## config.mk

```make
export PLATFORM = sky130hd
export DESIGN_NAME = mdu_seq_ctrl
export DESIGN_NICKNAME = d
export VERILOG_FILES = /design/src/rtl/mdu_seq_ctrl_pkg.sv /design/src/rtl/mdu_seq_ctrl_iter.sv /design/src/rtl/mdu_seq_ctrl.sv
export SDC_FILE = /design/constraint.sdc
export NUM_CORES = 2
export LEC_CHECK = 0
export CAP_MARGIN = 20
export CORE_MARGIN = 3
export CORE_UTILIZATION = 45
export CTS_BUF_LIST = sky130_fd_sc_hd__clkbuf_8
export CTS_CLUSTER_SIZE = 20
export DETAILED_ROUTE_END_ITERATION = 7
export GPL_ROUTABILITY_DRIVEN = 1
export SLEW_MARGIN = 20
export SYNTH_ARGS = -nofsm -noshare
export SYNTH_HDL_FRONTEND = slang
export SYNTH_SLANG_ARGS = --single-unit
```

## constraint.sdc

```tcl
create_clock -name clk -period 8.2 [get_ports clk]
set_input_delay 2.05 -clock clk [delete_from_list [all_inputs] [get_ports clk]]
set_output_delay 2.05 -clock clk [all_outputs]
set_load 0.005 [all_outputs]
```

## src/rtl/mdu_seq_ctrl_pkg.sv

```systemverilog
// Shared definitions for the iterative multiply/divide sequencer: operation
// encodings, FSM state encoding, default width and special-value constants.
package mdu_seq_ctrl_pkg;

  localparam int unsigned MDU_XLEN = 64;

  typedef enum logic [2:0] {
    MDU_MUL    = 3'd0,
    MDU_MULH   = 3'd1,
    MDU_MULHSU = 3'd2,
    MDU_MULHU  = 3'd3,
    MDU_DIV    = 3'd4,
    MDU_DIVU   = 3'd5,
    MDU_REM    = 3'd6,
    MDU_REMU   = 3'd7
  } mdu_op_e;

  typedef enum logic [1:0] {
    ST_IDLE = 2'd0,
    ST_CALC = 2'd1,
    ST_FIX  = 2'd2,
    ST_DONE = 2'd3
  } mdu_state_e;

  localparam logic [MDU_XLEN-1:0] MDU_ALL_ONES   = '1;
  localparam logic [MDU_XLEN-1:0] MDU_MOST_NEG   = {1'b1, {(MDU_XLEN-1){1'b0}}};
  localparam logic [MDU_XLEN-1:0] MDU_MOST_NEG_W = {{(MDU_XLEN/2+1){1'b1}}, {(MDU_XLEN/2-1){1'b0}}};

endpackage

```

## src/rtl/mdu_seq_ctrl_iter.sv

```systemverilog
// mdu_iter_core: one combinational iteration of the unsigned datapath.
//   is_div_i : 1 = restoring-divide step, 0 = shift-add multiply step
//   acc_i    : {hi, lo} product / {remainder, dividend-quotient} register
//   b_i      : multiplicand or divisor magnitude
//   acc_o    : register value after this iteration
module mdu_iter_core #(
  parameter int unsigned XLEN = 64
) (
  input  logic              is_div_i,
  input  logic [2*XLEN-1:0] acc_i,
  input  logic [XLEN-1:0]   b_i,
  output logic [2*XLEN-1:0] acc_o
);

  logic [XLEN:0]   sum;
  logic [XLEN:0]   shl;
  logic [XLEN+1:0] diff;
  logic            unused_diff;

  // diff never exceeds XLEN bits when it is kept, so bit XLEN is don't-care
  assign unused_diff = diff[XLEN];

  always_comb begin
    sum  = {1'b0, acc_i[2*XLEN-1:XLEN]} + (acc_i[0] ? {1'b0, b_i} : '0);
    shl  = acc_i[2*XLEN-1:XLEN-1];
    diff = {1'b0, shl} - {2'b00, b_i};
    if (is_div_i) begin
      // keep the trial difference only when it did not borrow
      if (!diff[XLEN+1]) acc_o = {diff[XLEN-1:0], acc_i[XLEN-2:0], 1'b1};
      else               acc_o = {shl[XLEN-1:0], acc_i[XLEN-2:0], 1'b0};
    end else begin
      acc_o = {sum, acc_i[XLEN-1:1]};
    end
  end

endmodule

```

## src/rtl/mdu_seq_ctrl.sv

```systemverilog
// mdu_seq_ctrl: RV64M multiply/divide sequencer (IDLE -> CALC -> FIX -> DONE).
//   clk, rst            : clock, synchronous active-high reset
//   flush               : abort any in-flight operation
//   in_valid/in_ready   : request handshake (op, is_word, src1, src2)
//   out_valid/out_ready : result handshake (result)
//   busy                : high whenever the sequencer is not IDLE
module mdu_seq_ctrl
  import mdu_seq_ctrl_pkg::*;
#(
  parameter int unsigned XLEN         = MDU_XLEN,
  parameter bit          FAST_SPECIAL = 1'b1
) (
  input  logic            clk,
  input  logic            rst,
  input  logic            flush,
  input  logic            in_valid,
  output logic            in_ready,
  input  logic [2:0]      op,
  input  logic            is_word,
  input  logic [XLEN-1:0] src1,
  input  logic [XLEN-1:0] src2,
  output logic            out_valid,
  input  logic            out_ready,
  output logic [XLEN-1:0] result,
  output logic            busy
);

  localparam int unsigned HALF = XLEN / 2;
  localparam int unsigned AW   = 2 * XLEN;
  localparam int unsigned CW   = $clog2(XLEN);
  localparam logic [XLEN-1:0] MOST_NEG   = {1'b1, {(XLEN-1){1'b0}}};
  localparam logic [XLEN-1:0] MOST_NEG_W = {{(HALF+1){1'b1}}, {(HALF-1){1'b0}}};

  function automatic logic [XLEN-1:0] sext_half(input logic [HALF-1:0] v);
    return {{(XLEN-HALF){v[HALF-1]}}, v};
  endfunction

  mdu_state_e      state_q, state_d;
  mdu_op_e         op_q, op_d, op_in;
  logic            word_q, word_d, neg_q, neg_d;
  logic [AW-1:0]   acc_q, acc_d, core_acc, mul_neg;
  logic [XLEN-1:0] b_q, b_d, result_q, result_d;
  logic [CW-1:0]   cnt_q, cnt_d;
  logic            out_valid_q, busy_q;
  logic            unused_mul_lo;

  logic            in_div, in_rem, sgn_div, sgn_a, sgn_b, neg_a, neg_b;
  logic            div_zero, div_ovf, special;
  logic [XLEN-1:0] ext_a, ext_b, mag_a, mag_b, spec_res, fix_res, q_v, r_v;

  assign unused_mul_lo = ^mul_neg[XLEN-1:0];

  // Operand extension, magnitudes, result sign and special-case detection
  always_comb begin
    op_in   = mdu_op_e'(op);
    in_div  = op[2];
    in_rem  = op[2] & op[1];
    sgn_div = (op_in == MDU_DIV) || (op_in == MDU_REM);
    sgn_a   = sgn_div || (op_in == MDU_MULH) || (op_in == MDU_MULHSU);
    sgn_b   = sgn_div || (op_in == MDU_MULH);
    ext_a   = src1;
    ext_b   = src2;
    if (is_word) begin
      ext_a = sgn_div ? sext_half(src1[HALF-1:0]) : {{(XLEN-HALF){1'b0}}, src1[HALF-1:0]};
      ext_b = sgn_div ? sext_half(src2[HALF-1:0]) : {{(XLEN-HALF){1'b0}}, src2[HALF-1:0]};
    end
    neg_a    = sgn_a & ext_a[XLEN-1];
    neg_b    = sgn_b & ext_b[XLEN-1];
    mag_a    = neg_a ? -ext_a : ext_a;
    mag_b    = neg_b ? -ext_b : ext_b;
    div_zero = in_div & (ext_b == '0);
    div_ovf  = in_div & sgn_div & (ext_a == (is_word ? MOST_NEG_W : MOST_NEG)) & (ext_b == '1);
    special  = FAST_SPECIAL & (div_zero | div_ovf);
    if (in_rem) spec_res = div_zero ? (is_word ? sext_half(src1[HALF-1:0]) : src1) : '0;
    else        spec_res = div_zero ? '1 : ext_a;
  end

  // Sign correction and half selection applied in FIX
  always_comb begin
    mul_neg = -acc_q;
    q_v     = neg_q ? -acc_q[XLEN-1:0] : acc_q[XLEN-1:0];
    r_v     = neg_q ? -acc_q[AW-1:XLEN] : acc_q[AW-1:XLEN];
    unique case (op_q)
      MDU_MUL:                        fix_res = word_q ? sext_half(acc_q[XLEN-1:HALF]) : acc_q[XLEN-1:0];
      MDU_MULH, MDU_MULHSU, MDU_MULHU: fix_res = neg_q ? mul_neg[AW-1:XLEN] : acc_q[AW-1:XLEN];
      MDU_DIV, MDU_DIVU:              fix_res = word_q ? sext_half(q_v[HALF-1:0]) : q_v;
      default:                        fix_res = word_q ? sext_half(r_v[HALF-1:0]) : r_v;
    endcase
  end

  mdu_iter_core #(.XLEN(XLEN)) u_core (
    .is_div_i (op_q[2]),
    .acc_i    (acc_q),
    .b_i      (b_q),
    .acc_o    (core_acc)
  );

  // State register (with registered status outputs)
  always_ff @(posedge clk) begin
    if (rst) begin
      state_q     <= ST_IDLE;
      out_valid_q <= 1'b0;
      busy_q      <= 1'b0;
    end else begin
      state_q     <= state_d;
      out_valid_q <= (state_d == ST_DONE);
      busy_q      <= (state_d != ST_IDLE);
    end
  end

  // Next-state logic
  always_comb begin
    state_d = state_q;
    unique case (state_q)
      ST_IDLE: if (in_valid) state_d = special ? ST_DONE : ST_CALC;
      ST_CALC: if (cnt_q == '0) state_d = ST_FIX;
      ST_FIX:  state_d = ST_DONE;
      ST_DONE: if (out_ready) state_d = ST_IDLE;
      default: state_d = ST_IDLE;
    endcase
    if (flush) state_d = ST_IDLE;
  end

  // Output / datapath next-value logic
  always_comb begin
    in_ready = (state_q == ST_IDLE) & ~flush;
    op_d     = op_q;
    word_d   = word_q;
    neg_d    = neg_q;
    acc_d    = acc_q;
    b_d      = b_q;
    cnt_d    = cnt_q;
    result_d = result_q;
    unique case (state_q)
      ST_IDLE: begin
        if (in_valid && !flush) begin
          op_d   = op_in;
          word_d = is_word;
          b_d    = mag_b;
          // word dividends start at the top of the low half so N steps consume them
          acc_d  = {{XLEN{1'b0}}, (in_div && is_word) ? (mag_a << HALF) : mag_a};
          neg_d  = in_rem ? neg_a : ((neg_a ^ neg_b) & ~div_zero);
          cnt_d  = is_word ? CW'(HALF - 1) : CW'(XLEN - 1);
          if (special) begin
            result_d = spec_res;
            cnt_d    = '0;
          end
        end
      end
      ST_CALC: begin
        acc_d = core_acc;
        if (cnt_q != '0) cnt_d = cnt_q - CW'(1);
      end
      ST_FIX:  result_d = fix_res;
      default: ;
    endcase
    if (flush) cnt_d = '0;
  end

  // Datapath registers
  always_ff @(posedge clk) begin
    if (rst) begin
      op_q     <= MDU_MUL;
      word_q   <= 1'b0;
      neg_q    <= 1'b0;
      acc_q    <= '0;
      b_q      <= '0;
      cnt_q    <= '0;
      result_q <= '0;
    end else begin
      op_q     <= op_d;
      word_q   <= word_d;
      neg_q    <= neg_d;
      acc_q    <= acc_d;
      b_q      <= b_d;
      cnt_q    <= cnt_d;
      result_q <= result_d;
    end
  end

  assign out_valid = out_valid_q;
  assign busy      = busy_q;
  assign result    = result_q;

endmodule
```

==> impl_summary.log <==
INFO  metric crit_type = primary input to flop
INFO  metric grt_usage = 40.8%
INFO  metric worst-endpoint-arrival = 7850 ps
INFO  metric hold_viol = 0
INFO  metric wire_per_inst = 28.1 µm
INFO  metric grt_max_degree = 92
INFO  metric yosys_most_used_dff = sky130_fd_sc_hd__dfxtp_1
INFO  metric first_pass_grt_wire_length = 220 mm
INFO  metric grt_overflow_total = 0
INFO  metric critPathLaunch = src1[47]
INFO  metric endpoint_kind = flop
INFO  metric boundaryPins = 204
INFO  metric final.fill_count = 6916
INFO  metric ctsHtreeMaxLevel = 2
INFO  metric drt.antenna.violating_nets = 0
INFO  metric worstSkewPairLatency = 690 ps
INFO  metric gp_routability_congestion = 1.07
INFO  metric synth_nets = 4781
INFO  metric sequentialPowerShare = 32.7%
INFO  metric multi_input_logic_area = 23200 µm²
INFO  metric timing.final.crit_period = 7290 ps
INFO  metric worst_margin_slew = 1240 ps
INFO  metric first_global_vias = 33.5k
INFO  metric drt-initial-drc-count = 4835
INFO  metric core_area = 66600 µm²
INFO  metric hold_class = flop to flop
INFO  metric pwr-share-comb = 31.9%
INFO  metric failed_checks = design-rule violations
INFO  metric synth_enable_flop_cells = 0
INFO  metric origin_of_the_worst_min_delay_path = b_q[59]
INFO  metric cts_resized = 0
INFO  metric buffer_ports.inserted = 203
INFO  metric die_area = 71100 µm²
INFO  metric cts_root_buffer = sky130_fd_sc_hd__clkbuf_8
INFO  metric syn_avg_cell_area = 6.78 µm²
INFO  metric ctsLongestPathBuffers = 3
INFO  metric total_power = 0.00466 W
INFO  metric synth_sequential_area_ratio = 17.7%
INFO  metric path_clk_slew = 60 ps
INFO  metric detail_route.first_pass.iterations = 8
INFO  metric vias_per_cell = 6.77
INFO  metric peakVddDrop = 126 µV
INFO  metric routed_wl = 150 mm
INFO  metric reg2reg_from = acc_q[0]
INFO  metric syn-instance-count = 4508
INFO  metric detail_route.drc_violations = 2
INFO  metric area_growth = 11.4%
INFO  metric critPathLaunchType = primary input
INFO  metric vias = 36.2k
INFO  metric drive_above_1_share = 5.22%
INFO  metric clock.fmax = 137 MHz
INFO  metric placement_rows = 94
INFO  metric dp_hpwl = 114 mm
INFO  metric postCtsHoldBufs = 0
INFO  metric skew = 47.2 ps
INFO  metric synthDistinctLibCells = 87
INFO  metric horizontal_extent_of_the_die = 267 µm
INFO  metric critical_path_required = 8760 ps
INFO  metric design.final.nets = 4710
INFO  metric clock_sink_count = 271
INFO  metric finalMaxSlewViolations = 0
INFO  metric synthArstFlopShare = 0%
INFO  metric yosysWarningCount = 0
INFO  metric switchingPower = 0.00180 W
INFO  metric setup_tns = 0 ps
INFO  metric powerDensity = 137 nW/µm²
INFO  metric regToRegSetupSlack = 2740 ps
INFO  metric setup_viol = 0
INFO  metric seqCellArea = 5440 µm²
INFO  metric cts_setup_buffers = 0
INFO  metric max_cap_violations = 0
INFO  metric clock_power_share = 35.4%
INFO  metric synth_area = 30600 µm²
INFO  metric cp_max_fo = 8
INFO  metric run_status = finished, violations left
INFO  metric initial_core_util = 45.9%
INFO  metric cts_tree = built
INFO  metric finalCritPeriodShare = 88.9%
INFO  metric p_leak = 12.8 nW
INFO  metric grt_setup_unrepaired = false
INFO  metric cts_made_buffers = 54
INFO  metric number_of_antenna_violations_at_the_first_check_in_global_routing = 7
INFO  metric power.share.switching = 38.7%
INFO  metric p_int = 0.00286 W
INFO  metric timing.slew.headroom = 16.4%
INFO  metric die_h = 267 µm
INFO  metric register_bit_count_reported_by_yosys = 271
==> cells in the final DEF (no fill, tap or decap), types with 20 or more instances in the layout <==
cell	Yosys	final
sky130_fd_sc_hd__o21ai_0	451	450
sky130_fd_sc_hd__buf_4	0	67
sky130_fd_sc_hd__clkbuf_8	0	67
sky130_fd_sc_hd__ha_1	134	134
sky130_fd_sc_hd__a22oi_1	49	49
sky130_fd_sc_hd__clkdlybuf4s50_1	0	201
sky130_fd_sc_hd__xnor2_1	204	204
sky130_fd_sc_hd__dfxtp_1	271	268
sky130_fd_sc_hd__o21bai_1	24	24
sky130_fd_sc_hd__and2_1	26	25
sky130_fd_sc_hd__xor2_1	150	150
sky130_fd_sc_hd__a21o_1	63	62
sky130_fd_sc_hd__o221ai_1	48	48
sky130_fd_sc_hd__nand2_1	418	415
sky130_fd_sc_hd__a211oi_1	90	90
sky130_fd_sc_hd__nand2b_1	32	32
sky130_fd_sc_hd__a311oi_1	36	36
sky130_fd_sc_hd__mux2i_1	117	117
sky130_fd_sc_hd__or3_1	47	47
sky130_fd_sc_hd__o21a_1	20	20
sky130_fd_sc_hd__o22ai_1	23	22
sky130_fd_sc_hd__o31ai_1	56	56
sky130_fd_sc_hd__nor2b_1	31	29
sky130_fd_sc_hd__a21oi_1	437	434
sky130_fd_sc_hd__o41ai_1	24	24
sky130_fd_sc_hd__inv_1	131	143
sky130_fd_sc_hd__and3_1	20	20
sky130_fd_sc_hd__a221oi_1	24	24
sky130_fd_sc_hd__or2_2	24	24
sky130_fd_sc_hd__nand3_1	69	69
sky130_fd_sc_hd__nor2_1	482	478
sky130_fd_sc_hd__or4_1	54	54
sky130_fd_sc_hd__nand4_1	68	68
sky130_fd_sc_hd__nor4_1	58	58
sky130_fd_sc_hd__nor3_1	126	126
sky130_fd_sc_hd__o211ai_1	64	64
sky130_fd_sc_hd__a31oi_1	57	55
==> critical path: stages <==
cell                              delay [ps]
sky130_fd_sc_hd__clkdlybuf4s50_1         570
sky130_fd_sc_hd__or4_1                   630
sky130_fd_sc_hd__nor4_1                  770
sky130_fd_sc_hd__nand4_1                 160
sky130_fd_sc_hd__a2111oi_0               560
sky130_fd_sc_hd__a22oi_1                 430
sky130_fd_sc_hd__nor2b_1                 470
sky130_fd_sc_hd__nand3_1                 810
sky130_fd_sc_hd__a21oi_1                1100
sky130_fd_sc_hd__nor2_1                   90
sky130_fd_sc_hd__o22a_1                  190
==> state kept, by name (all words and copies together), names as in the netlist <==
signal	cells
cnt_q	6
result	64
b_q	64
acc_q	128
state_q	2
busy	1
word_q	1
out_valid	1
neg_q	1
op_q	3
==> power by group through the flow <==
stage	clock network [W]	logic [W]	registers, W
after global routing	0.00172	0.00158	0.00152
after detailed placement	0	0.00142	0.00154
after floorplan	0	0.000962	0.00144
after global placement	0	0.00143	0.00154
after CTS	0.00166	0.00143	0.00151
final	0.00165	0.00149	0.00152
==> synth_stat cells, types with 23 or more instances <==
master,number,area share (%)
sky130_fd_sc_hd__o31ai_1,56,1.4
sky130_fd_sc_hd__a31oi_1,57,1.2
sky130_fd_sc_hd__o41ai_1,24,0.69
sky130_fd_sc_hd__or4_1,54,1.3
sky130_fd_sc_hd__buf_1,37,0.45
sky130_fd_sc_hd__a21o_1,63,1.5
sky130_fd_sc_hd__a22oi_1,49,1.2
sky130_fd_sc_hd__a21oi_1,437,7.2
sky130_fd_sc_hd__ha_1,134,5.5
sky130_fd_sc_hd__o22ai_1,23,0.47
sky130_fd_sc_hd__nor2_1,482,5.9
sky130_fd_sc_hd__nand3_1,69,1.1
sky130_fd_sc_hd__or3_1,47,0.96
sky130_fd_sc_hd__clkbuf_1,355,4.4
sky130_fd_sc_hd__mux2i_1,117,3.8
sky130_fd_sc_hd__nand2b_1,32,0.65
sky130_fd_sc_hd__nor2b_1,31,0.63
sky130_fd_sc_hd__nand4_1,68,1.4
sky130_fd_sc_hd__o211ai_1,64,1.6
sky130_fd_sc_hd__a211oi_1,90,2.2
sky130_fd_sc_hd__xnor2_1,204,5.8
sky130_fd_sc_hd__nand2_1,418,5.1
sky130_fd_sc_hd__o21ai_0,451,7.4
sky130_fd_sc_hd__xor2_1,150,4.3
sky130_fd_sc_hd__or2_2,24,0.49
sky130_fd_sc_hd__o221ai_1,48,1.4
sky130_fd_sc_hd__nor4_1,58,1.2
sky130_fd_sc_hd__and2_1,26,0.53
sky130_fd_sc_hd__inv_1,131,1.6
sky130_fd_sc_hd__o21bai_1,24,0.59
sky130_fd_sc_hd__a221oi_1,24,0.69
sky130_fd_sc_hd__nor3_1,126,2.1
sky130_fd_sc_hd__a311oi_1,36,1.0
sky130_fd_sc_hd__dfxtp_1,271,18
==> metal layers <==
| metal | GRT usage [%] | vias to the layer above | routed length (µm) |
|---|---|---|---|
| met5 | 0 | - | 9 |
| met4 | 31.1 | 2 | 13800 |
| met3 | 8.81 | 545 | 15300 |
| met2 | 63.1 | 2270 | 64500 |
| met1 | 49.6 | 17000 | 56900 |
| li1 | - | 16400 | - |
==> per-stage QoR <==
stage	cells	worst slack, ps	cell area [µm²]	hold WS [ps]	utilization (%)
after floorplan	4508	2950	30600	432	-
after global placement	5245	1140	32800	444	49.2
after detailed placement	5245	1050	32800	450	49.2
after CTS	5344	1750	34000	458	51.1
after global routing	5345	895	34000	496	51.1
final	5351	907	34100	455	51.2
==> path summary, 6_finish.rpt <==
check	endpoint	cells past startpoint
max	result[32]	11
min	b_q[59]	2
max reg2reg	result[40]	13
min reg2reg	b_q[59]	2
==> layout make-up <==
type | instances | share of cell area [%]
clock buffers | 67 | 2.71
well taps | 864 | 3.17
flip-flops and latches | 271 | 16.0
inverters | 135 | 1.49
repair buffers | 272 | 7.55
diodes | 7 | 0.0514
multi-input cells | 3703 | 68.1
clock inverters | 32 | 0.977
==> cell families (layout without fill, tap and decap cells) <==
group                      after synthesis  in the layout  synth area share (%)
AOI/OAI and AO/OA                     1588           1588                  32.6
and+or+nand+nor                       1502           1502                  23.2
buffers and inverters                  534            506                  6.65
xor gates and xnor gates               354            354                  10.1
DFF                                    271            271                  17.7
adders and majority gates              136            136                  5.61
muxes                                  123            123                  4.05
other                                    0              7                     0
Note: power is estimated with default switching activity, not from simulation.
